===== config.mk =====
export PLATFORM = sky130hd
export DESIGN_NAME = aes_encrypt_controller
export DESIGN_NICKNAME = d
export VERILOG_FILES = /design/src/rtl/aes_encrypt_controller.sv
export SDC_FILE = /design/constraint.sdc
export NUM_CORES = 1
export LEC_CHECK = 0
export ABC_AREA = 1
export CORE_AREA = 2 2 400 402
export CTS_CLUSTER_SIZE = 40
export DETAILED_ROUTE_END_ITERATION = 6
export DIE_AREA = 0 0 402 404
export DONT_BUFFER_PORTS = 1
export PLACE_DENSITY = 0.3
export SLEW_MARGIN = 20
export SYNTH_ARGS = -nofsm -noshare
export SYNTH_HDL_FRONTEND = slang
export SYNTH_SLANG_ARGS = --single-unit

===== constraint.sdc =====
create_clock -name clk_in -period 1.5 [get_ports clk_in]
set_input_delay 0.075 -clock clk_in [delete_from_list [all_inputs] [get_ports clk_in]]
set_output_delay 0.075 -clock clk_in [all_outputs]
set_load 0.1 [all_outputs]

===== src/rtl/aes_encrypt_controller.sv =====
// AES-128 single-block encryption sequencer with key-schedule caching.
// Drives key memory and an external combinational round unit.
module aes_encrypt_controller #(
    parameter int EXPAND_TIMEOUT = 32,
    parameter bit KEY_CACHE_EN   = 1'b1
) (
    input  logic         clk_in,
    input  logic         rst_n_in,
    input  logic         req_valid_in,
    output logic         req_ready_out,
    input  logic [127:0] req_key_in,
    input  logic [127:0] req_data_in,
    output logic         resp_valid_out,
    input  logic         resp_ready_in,
    output logic [127:0] resp_data_out,
    output logic         resp_err_out,
    input  logic         key_invalidate_in,
    output logic         km_init_out,
    output logic [127:0] km_key_out,
    input  logic         km_key_expanded_in,
    output logic [3:0]   km_round_rd_out,
    input  logic [127:0] km_round_key_in,
    output logic [127:0] rnd_state_out,
    output logic [127:0] rnd_key_out,
    output logic         rnd_last_out,
    input  logic [127:0] rnd_result_in,
    output logic         busy_out
);

    typedef enum logic [2:0] {
        IDLE,
        EXPAND,
        WHITEN,
        ROUND,
        DONE
    } state_t;

    localparam int TW = $clog2(EXPAND_TIMEOUT + 1);
    localparam logic [TW-1:0] TMO_LAST = TW'(EXPAND_TIMEOUT - 1);

    state_t        state;
    state_t        state_nxt;
    logic [127:0]  key_reg;
    logic [127:0]  key_nxt;
    logic [127:0]  data_reg;
    logic [127:0]  data_nxt;
    logic          cache_valid;
    logic          cache_nxt;
    logic          err_reg;
    logic          err_nxt;
    logic [TW-1:0] tmo;
    logic [TW-1:0] tmo_nxt;
    logic [3:0]    rnd;
    logic [3:0]    rnd_nxt;
    logic          hit;

    // A request reuses the loaded schedule only if the same key is still cached
    assign hit = KEY_CACHE_EN && cache_valid &&
                 (req_key_in == key_reg) && !key_invalidate_in;

    // State and datapath registers
    always_ff @(posedge clk_in or negedge rst_n_in) begin
        if (!rst_n_in) begin
            state       <= IDLE;
            key_reg     <= '0;
            data_reg    <= '0;
            cache_valid <= 1'b0;
            err_reg     <= 1'b0;
            tmo         <= '0;
            rnd         <= '0;
        end else begin
            state       <= state_nxt;
            key_reg     <= key_nxt;
            data_reg    <= data_nxt;
            cache_valid <= cache_nxt;
            err_reg     <= err_nxt;
            tmo         <= tmo_nxt;
            rnd         <= rnd_nxt;
        end
    end

    // Next-state and datapath update
    always_comb begin
        state_nxt = state;
        key_nxt   = key_reg;
        data_nxt  = data_reg;
        cache_nxt = cache_valid && !key_invalidate_in;
        err_nxt   = err_reg;
        tmo_nxt   = tmo;
        rnd_nxt   = rnd;
        unique case (state)
            IDLE: begin
                if (req_valid_in) begin
                    key_nxt  = req_key_in;
                    data_nxt = req_data_in;
                    err_nxt  = 1'b0;
                    tmo_nxt  = '0;
                    rnd_nxt  = 4'd1;
                    if (hit) begin
                        state_nxt = WHITEN;
                    end else begin
                        state_nxt = EXPAND;
                        cache_nxt = 1'b0;
                    end
                end
            end
            EXPAND: begin
                // A done pulse beats a simultaneous timeout
                if (km_key_expanded_in) begin
                    cache_nxt = !key_invalidate_in;
                    state_nxt = WHITEN;
                end else if (tmo == TMO_LAST) begin
                    err_nxt   = 1'b1;
                    cache_nxt = 1'b0;
                    data_nxt  = '0;
                    state_nxt = DONE;
                end else begin
                    tmo_nxt = tmo + 1'b1;
                end
            end
            WHITEN: begin
                data_nxt  = data_reg ^ km_round_key_in;
                rnd_nxt   = 4'd1;
                state_nxt = ROUND;
            end
            ROUND: begin
                data_nxt = rnd_result_in;
                if (rnd == 4'd10) begin
                    state_nxt = DONE;
                end else begin
                    rnd_nxt = rnd + 4'd1;
                end
            end
            DONE: begin
                if (resp_ready_in) begin
                    state_nxt = IDLE;
                end
            end
            default: begin
                state_nxt = IDLE;
            end
        endcase
    end

    // Outputs decoded from state; all quiet in IDLE
    always_comb begin
        req_ready_out   = (state == IDLE);
        busy_out        = (state != IDLE);
        km_init_out     = (state == EXPAND) && (tmo == '0);
        km_key_out      = key_reg;
        km_round_rd_out = (state == ROUND) ? rnd : 4'd0;
        rnd_state_out   = (state == ROUND) ? data_reg : '0;
        rnd_key_out     = (state == ROUND) ? km_round_key_in : '0;
        rnd_last_out    = (state == ROUND) && (rnd == 4'd10);
        resp_valid_out  = (state == DONE);
        resp_err_out    = (state == DONE) && err_reg;
        resp_data_out   = ((state == DONE) && !err_reg) ? data_reg : '0;
    end

endmodule


Word-level counts from Yosys, hierarchy flattened:

Index checks and enable logic that the tools add are counted.

* mux-type cells: 31
* equality and inequality tests: 15
* $add $sub $neg: 2
* reduce and logical (&&, ||, !) cells: 21
* bitwise operators: 1

Operator list (count)
* two-way mux 128 bit: 6
* case mux 128 bit (4 select lines): 1
* == test 128 bit: 1
* bitwise XOR 128 bit: 1
* two-way mux 6 bit: 3
* AND reduction 4 bit: 4
* two-way mux 3 bit: 5
* case mux 3 bit (5 select lines): 1
* two-way mux 4 bit: 3
* inequality test 2 bit (second input constant): 6
* case mux 4 bit (3 select lines): 1
* case mux 6 bit (2 select lines): 1
* logical AND 1 bit: 7
* two-way mux 1 bit: 7
* adder 6 x 1 -> 6 bit (second input constant): 1
* == test 3 x 2 -> 1 bit (second input constant): 2
* == test 6 x 5 -> 1 bit (second input constant): 1
* zero test 6 bit: 1
* nonzero test 3 bit: 2
* adder 4 x 1 -> 4 bit (second input constant): 1
* == test 4 bit (second input constant): 1
* case mux 1 bit (2 select lines): 2
* nonzero test 4 bit: 1
* == test 3 x 1 -> 1 bit (second input constant): 1
* 9 further kinds: 10

* logic and storage cells: 77
* flip-flop bits (word level): 271
* bits of input ports: 518

Depth between registers and ports, before layout:

Gate-level depths: netlist of run 1.

* word-level depth: 6
* gate-level depth with buffers: 15
* mapped depth without buffers: 15

Worst setup path after synthesis of run 1:

No wires, ideal clock.

* kind: register to output
* start point: register state[0]
* end point: output resp_data_out[107]
* data required time: 1425 ps
* stages on the path, launching flop included: 6
* slack: -3088 ps
* arrival time: 4513 ps
* cell sequence: dfrtp_1 nor3_1 nand2_1 clkbuf_1 clkbuf_1 nor2_1

* word-level cells in the longest chain between the ends: 3

RTL lines
* start: declaration: RTL line 41 `state_t state;`
* start signal: assignment: RTL line 72 `state <= state_nxt;`
* == test 3 bit
* via resp_valid_out: RTL line 13 `output logic resp_valid_out,`
* logical AND 1 bit: RTL line 157 `resp_data_out = ((state == DONE) && !err_reg) ? data_reg : '0;`
* two-way mux 128 bit: RTL line 157
* end: declaration: RTL line 15 `output logic [127:0] resp_data_out,`

The timed path passes the listed nets, and every way through them passes these cells.

Final worst setup path of run 1:

* start point: register state[1]
* end point: output rnd_key_out[39]

* word-level cells in the longest chain between the ends: 2

RTL lines
* == test 3 x 2 -> 1 bit: RTL line 153 `rnd_key_out = (state == ROUND) ? km_round_key_in : '0;`
* two-way mux 128 bit: RTL line 153
* end: declaration: RTL line 24 `output logic [127:0] rnd_key_out,`

Every way passes these cells.

==> impl_results.md, run 1 <==
* Core area at 0.158 sq mm
* Routed wire length at 162 mm
* Failing checks: negative hold slack, max-slew violations, negative setup slack
* Fill cells at 17056
* GR Layer Usage met1 at 0.224
* Most frequent cells in the layout: 849 x nand2_1, 516 x dlygate4sd3_1, 505 x inv_1, 467 x buf_12, 450 x buf_4
* DRT iter0 DRCs at 1414
* Post-route setup TNS at -411.95 ns
* Crit path DAT at 2.31 ns
* Total Routing Usage GR at 0.193
* Number of vias per cell at 3.87
* Largest family of logic cells by synthesized area: simple AND/OR/NAND/NOR gates
* Post-Syn Nets at 3567
* Multi-input gate area at 0.0130 sq mm
* Startpoint class of the critical path: register
* Input/output buffers at 0
* H-tree Lvls at 2
* Worst Path Buf+Inv at 7
* Post-route DRC at 0
* Status: finished with violations
* Final setup fails at 667
* Met3 Resource Use GR at 0.0495
* CP Cell Sequence: buf_6 > nand2_4 > nor2_4 > buf_12 > inv_16 > buf_12 > buf_12 > buf_16 > nor2_4 > buf_12
* Num CTS Buffers at 42
* Initial antenna violation count at 16
* Worst Setup End Kind: primary output
* Effective utilization at floorplan at 0.122
* Die height at 404 microns
* Post-synthesis sequential area ratio at 0.351
* Worst setup path class: reg2out
* GRT overflow at 0
* Adder-Cell Fraction of Synth Area at 0.00259
* Proportion of synthesized area in mux cells at 0
* Commonest non-fill, non-tap cell in the layout: nand2_1
* HP Class: in2async
* Max Slew Vio Count at 32
* Slew HR at -0.0177
* Yosys synthesis warning count at 0
* Post-Syn Area at 0.0193 sq mm
* Post-CTS Hold Fix Bufs at 516
* Ports at 1040
* Layout Nets at 4932
* Post-Synth XOR/XNOR Area at 0.0757
* Worst-Skew Late Latency at 0.63 ns
* Global-route wire length before repair at 220 mm
* Reg clk slew, reported paths at 0.07 ns
* Row cnt at 146
* GP Congestion at 0.910
* Chip width at 402 microns
* Hold_ws at -0.801 ns
* Highest Clock Rate at 0.419 GHz
* Mapped Avg Cell Area at 6.35 sq um
* Clk root buf: clkbuf_16
* Worst vdd ir at 1670 uV
* Critical path fanouts, max at 7
* Cells after synthesis at 3045
* Final worst slack at -0.888 ns
* GR peak layer: met2
* Vias in the first global route at 25875
* Crit-path slowest cell: dfrtp_1
* Worst-Margin Slew at 1.53 ns
* Most used cell along the critical path: buf_12
* Max Cap Violations at 0
* Clk buf depth at 3
* Yosys top cell area share at 0.351
* CTS Sinks at 271
* CTS tree: built
* Simple logic cell fraction of the synthesized area at 0.321
* Share of layout cells above drive strength 1 at 0.354
* Post-DP HPWL at 130 mm
* Final Hold Violating Endpoints at 271
* Post-layout minimum cycle time at 2.39 ns
* CP delay by family, top: buffers and inverters
* Die area at 0.162 sq mm
* RSZ-0062 raised after global routing: true
* Distinct cells, synth at 28
* Reg area at 0.00694 sq mm
* Synth area leader: dfrtp_1
* Post-DRT Antenna Nets at 0
* Compound-Gate Fraction of Synth Area at 0.113
* Max incr delay on CP at 0.40 ns
* Via count at 25244
* Leakage Power at 18.8 nW
* Power Total at 90.7 mW
* Largest cells by area after synthesis: dfrtp_1 35%, nand2_1 17%, inv_1 9.9%, nor2_1 9.8%, xnor2_1 7.3%
* M2 GR Usage at 0.345
* Cell area power density at 2030 mW/mm^2
* Worst Clk Skew at 0.0415 ns
* P&R area growth vs syn at 131%
* Pin count of the biggest net entering global routing at 272
* Tcrit/Tclk final at 1.59
* #FFs+latches synth at 271
* Avg WL per Cell at 24.8 microns
* Crit path required time at 1.42 ns
* Drt pass-1 iters at 5
[layout make-up]
| class | count | share of cell area |
|---|---|---|
| Antenna cell | 8 | 0.000448 |
| Clock buffer | 63 | 0.0276 |
| Clock inverter | 15 | 0.00498 |
| Inverter | 512 | 0.0436 |
| Multi-Input combinational cell | 2108 | 0.290 |
| Sequential cell | 271 | 0.155 |
| Tap cell | 2072 | 0.0580 |
| Timing Repair Buffer | 1472 | 0.419 |
| Timing Repair inverter | 3 | 0.00101 |
[worst reg2reg max path: stages, from the launching register on]
cell,delay (ns)
dfrtp_1,0.40
buf_6,0.15
nand2_4,0.06
nor2_4,0.10
buf_12,0.16
buf_12,0.13
inv_12,0.05
buf_12,0.12
buf_4,0.13
buf_4,0.13
a31oi_1,0.16
o21ai_1,0.15
nor2_1,0.14
xor2_1,0.18
a21oi_1,0.06
[synth_stat cells, drive strengths merged]
cell,number
nand2,854
inv,512
o21ai,234
xnor2,161
xor2,6
clkbuf,74
buf,81
nor4,2
nand3,158
or2,6
and2,1
ha,4
nor2,504
and3,2
o211ai,128
a21oi,5
o22ai,1
nand4,32
dfrtp,271
nor3,7
a31oi,2
[kinds of logic after synthesis]
kind of cell             after synthesis
flip-flops                           271
XOR/XNOR                             167
AND/OR/NAND/NOR                     1566
buffers and inverters                667
adder cells (fa/ha/maj)                4
AO/OA/AOI/OAI                        370
[metal layers]
metal | vias to the layer above | share of wire
met5 | - | 0.00032
met4 | 8 | 0.033
li1 | 12079 | -
met2 | 851 | 0.51
met3 | 157 | 0.067
met1 | 12149 | 0.39
[power by group]
group          switching [mW]  leakage, nW  internal, mW  total [mW]
combinational            45.2         14.9          20.8        66.1
sequential               2.56         3.25          11.1        13.6
clock                    4.48        0.718          6.55        11.0
total                    52.3         18.8          38.4        90.7
[per-stage QoR]
step / cell area [sq um] / setup WS [ns] / instances / hold WS [ns] / utilization
4_1_cts: 44500 / -0.964 / 6512 / -0.897 / 0.282
6_report: 44700 / -0.888 / 6524 / -0.801 / 0.283
3_3_place_gp: 37100 / -0.827 / 5879 / -0.198 / 0.235
2_1_floorplan: 22900 / -1.25 / 3045 / -0.221 / -
5_1_grt: 44700 / -0.993 / 6520 / -0.856 / 0.283
3_5_place_dp: 37100 / -0.790 / 5879 / -0.198 / 0.235
[what timing repair did]
action	CTS	global route
gates cloned	14	4
gates resized for setup	50	21
endpoints found under the hold margin	536	271
pin swaps	55	16
setup endpoints to repair	728	725
setup buffers	26	3
[worst paths after layout]
path | from | endpoint | slack, ns | cells after the start
max | state[1]$_DFFE_PN0P_ | rnd_key_out[39] | -0.89 | 10
min | rst_n_in | km_key_out[33]$_DFFE_PN0P_ | -0.80 | 0
max reg2reg | state[1]$_DFFE_PN0P_ | rnd[3]$_DFFE_PN0P_ | -0.74 | 14
min reg2reg | tmo[2]$_DFFE_PN0P_ | tmo[2]$_DFFE_PN0P_ | 0.45 | 1
max in group asynchronous | rst_n_in | state[0]$_DFFE_PN0P_ | 1.00 | 0
min in group clk_in | key_invalidate_in | cache_valid$_DFF_PN0_ | 0.10 | 7
Power figures use the tool's default switching activity.
==> run 2: changes to the inputs <==
==> constraint.sdc (replaced) <==
create_clock -name clk_in -period 2.65 [get_ports clk_in]
set_input_delay 0.1325 -clock clk_in [delete_from_list [all_inputs] [get_ports clk_in]]
set_output_delay 0.1325 -clock clk_in [all_outputs]
set_load 0.1 [all_outputs]
==> run 2 against run 1 <==
The run ends with design-rule violations, negative hold slack left. Clock skew up 0.018 ns. Non-clock buffer count down 370. Sequential cell count unchanged.
==> impl_results.md, run 2 (synthesis results as in run 1) <==
* Worst Setup End Kind: primary output (unchanged)
* Worst-Margin Slew at 1.17 ns (was 1.53 ns)
* Share of layout cells above drive strength 1 at 0.265 (was 0.354)
* Via count at 23843 (was 25244)
* Post-DRT Antenna Nets at 0 (unchanged)
* Worst-Skew Late Latency at 0.63 ns (about the same)
* Seq pwr share at 0.162 (was 0.150)
* Dpl cell area at 0.0322 sq mm (was 0.0371 sq mm)
* Vias in the first global route at 23894 (was 25875)
* Routed wire length at 156 mm (was 162 mm)
* Number of vias per cell at 3.88 (was 3.87)
* DR WL met3 at 9.94 mm (was 10.8 mm)
* Die area at 0.162 sq mm (unchanged)
* Reg2reg setup slack at 0.08 ns (was -0.74 ns)
* Routed wl met2 at 75.9 mm (was 81.9 mm)
* Row cnt at 146 (unchanged)
* Highest Clock Rate at 0.389 GHz
* Cell area power density at 1190 mW/mm^2 (was 2030 mW/mm^2)
* Reg-to-Reg End: data_reg[82]$_DFFE_PN0P_ (was rnd[3]$_DFFE_PN0P_)
* Global-route wire length before repair at 207 mm (was 220 mm)
* Avg WL per Cell at 25.3 microns (was 24.8 microns)
* GP Congestion at 0.861 (was 0.910)
* Most frequent cells in the layout: 850 x nand2_1, 507 x inv_1, 507 x dlygate4sd3_1, 384 x buf_12, 268 x dfrtp_1 (was 849 x nand2_1, 516 x dlygate4sd3_1, 505 x inv_1, 467 x buf_12, 450 x buf_4)
* Post-route DRC at 2 (was 0)
* Clock share of power at 0.134 (was 0.122)
* Status: finished with violations (unchanged)
* Pre-CTS setup slack at 0.217 ns (was -0.790 ns)
* CTS Sinks at 271 (unchanged)
* Crit path launch: state[2]$_DFFE_PN0P_ (was state[1]$_DFFE_PN0P_)
* H-tree Lvls at 2 (unchanged)
* Layout Nets at 4561 (was 4932)
* CP Capture Point: rnd_key_out[107] (was rnd_key_out[39])
* Max Slew Vio Count at 0 (was 32)
* Clk buf depth at 3 (unchanged)
* Die height at 404 microns (unchanged)
* Worst setup path class: reg2out (unchanged)
* Leakage Power at 16.6 nW (was 18.8 nW)
* Max Cap Violations at 0 (unchanged)
* Input/output buffers at 0 (unchanged)
* Max Used Layer: met5 (unchanged)
* Cell internal pwr at 18.4 mW (was 38.4 mW)
* CTS tree: built (unchanged)
* Post-DP HPWL at 122 mm (was 130 mm)
* DRT iter0 DRCs at 1614 (was 1414)
* M1 wire length at 64.9 mm (was 63.8 mm)
* P&R area growth vs syn at 103% (was 131%)
* Hold_ws at -0.803 ns (was -0.801 ns)
* Commonest non-fill, non-tap cell in the layout: nand2_1 (unchanged)
* Initial antenna violation count at 32 (was 16)
* Effective utilization at floorplan at 0.122 (unchanged)
* Switching portion of total power at 0.604 (was 0.576)
* Worst vdd ir at 879 uV (was 1670 uV)
* Total Routing Usage GR at 0.183 (was 0.193)
* Reg clk slew, reported paths at 0.05 ns (was 0.07 ns)
* Startpoint class of the critical path: register (unchanged)
* Slew HR at 0.219 (was -0.0177)
* Final setup fails at 0 (was 667)
* Crit path required time at 2.52 ns (was 1.42 ns)
* GRT overflow at 0 (unchanged)
* Worst Clk Skew at 0.0599 ns (was 0.0415 ns)
* Num CTS Buffers at 44 (was 42)
* Reg2reg path depth at 9 (was 14)
* Chip width at 402 microns (unchanged)
* Power Total at 46.5 mW (was 90.7 mW)
* Placed insts at 5541 (was 5879)
* Core area at 0.158 sq mm (unchanged)
* RSZ-0062 raised after global routing: true (unchanged)
* Post-route cell area at 0.0392 sq mm (was 0.0447 sq mm)
* Fill cells at 17338 (was 17056)
* HP Class: in2async (unchanged)
* Ports at 1040 (unchanged)
* Final core utilization at 0.248 (was 0.283)
* Drt pass-1 iters at 7 (was 5)
* Failing checks: design-rule violations, negative hold slack (was negative hold slack, max-slew violations, negative setup slack)
* Non-Filler Instances at 6146 (was 6524)
* Final worst slack at 0.0799 ns (was -0.888 ns)
* Final Hold Violating Endpoints at 271 (unchanged)
* Post-layout minimum cycle time at 2.57 ns
* P_sw at 28.1 mW (was 52.3 mW)
* Comb pwr share at 0.704 (was 0.728)
* Critical path fanouts, max at 36 (was 7)
* Tcrit/Tclk final at 0.970
* Clk root buf: clkbuf_16 (unchanged)
* Worst r2r src: state[2]$_DFFE_PN0P_ (was state[1]$_DFFE_PN0P_)
* Post-CTS Hold Fix Bufs at 507 (was 516)
* Pin count of the biggest net entering global routing at 272 (unchanged)
* Crit path DAT at 2.44 ns (was 2.31 ns)
## run 2: critical path: stages, from the launching register on
cell     delay [ns]
dfrtp_2        0.43
inv_2          0.11
nand2_4        0.09
nor2_4         0.16
inv_8          0.10
buf_16         0.19
buf_16         0.25
nor2_2         0.14
buf_12         0.19
## run 2: metal layers
metal	vias to the layer above	GRT usage
met3	175	0.0457
li1	11312	-
met4	16	0.0517
met1	11462	0.223
met5	-	0
met2	878	0.316
## run 2: how the worst min path moves through the flow
stage | startpoint | endpoint | slack [ns] | cells after the start
5_1_grt | rst_n_in | km_key_out[93]$_DFFE_PN0P_ | -0.84 | 0
6_report | rst_n_in | km_key_out[93]$_DFFE_PN0P_ | -0.80 | 0
3_5_place_dp | rst_n_in | km_key_out[93]$_DFFE_PN0P_ | -0.15 | 0
2_1_floorplan | rst_n_in | cache_valid$_DFF_PN0_ | -0.16 | 0
3_3_place_gp | rst_n_in | km_key_out[11]$_DFFE_PN0P_ | -0.15 | 0
4_1_cts | rst_n_in | km_key_out[0]$_DFFE_PN0P_ | -0.87 | 0
## run 2: area by class of cell
cell class	instances	area, sq um	share of cell area
clock inverter	13	240	0.00614
sequential	271	6790	0.173
inverter	512	1940	0.0495
clock buffer	59	1220	0.0311
timing repair buffer	1102	14600	0.372
antenna	9	22.5	0.000575
tap	2072	2590	0.0662
multi-input combinational	2108	11800	0.301
## run 2: power groups by stage
| stage | registers, mW | logic [mW] | clock network [mW] |
|---|---|---|---|
| after floorplan | 14.2 | 14.6 | 0 |
| after global placement | 7.54 | 31.6 | 0 |
| after detailed placement | 7.56 | 31.6 | 0 |
| after CTS | 7.51 | 32.9 | 6.48 |
| after global routing | 7.77 | 34.6 | 6.57 |
| final | 7.53 | 32.8 | 6.22 |
## run 2: metrics by stage
| stage | hold WS, ns | setup TNS, ns |
|---|---|---|
| after floorplan | -0.163 | -3.69 |
| after global placement | -0.147 | 0 |
| after detailed placement | -0.145 | 0 |
| after CTS | -0.872 | -0.0284 |
| after global routing | -0.843 | -0.0221 |
| final | -0.803 | 0 |
## run 2: timing repair
item	CTS	global route
resized for setup	17	11
endpoints found under the hold margin	536	271
buffers inserted	5	6
pin swaps	4	2
gates cloned	3	3
endpoints found under the setup margin	221	30
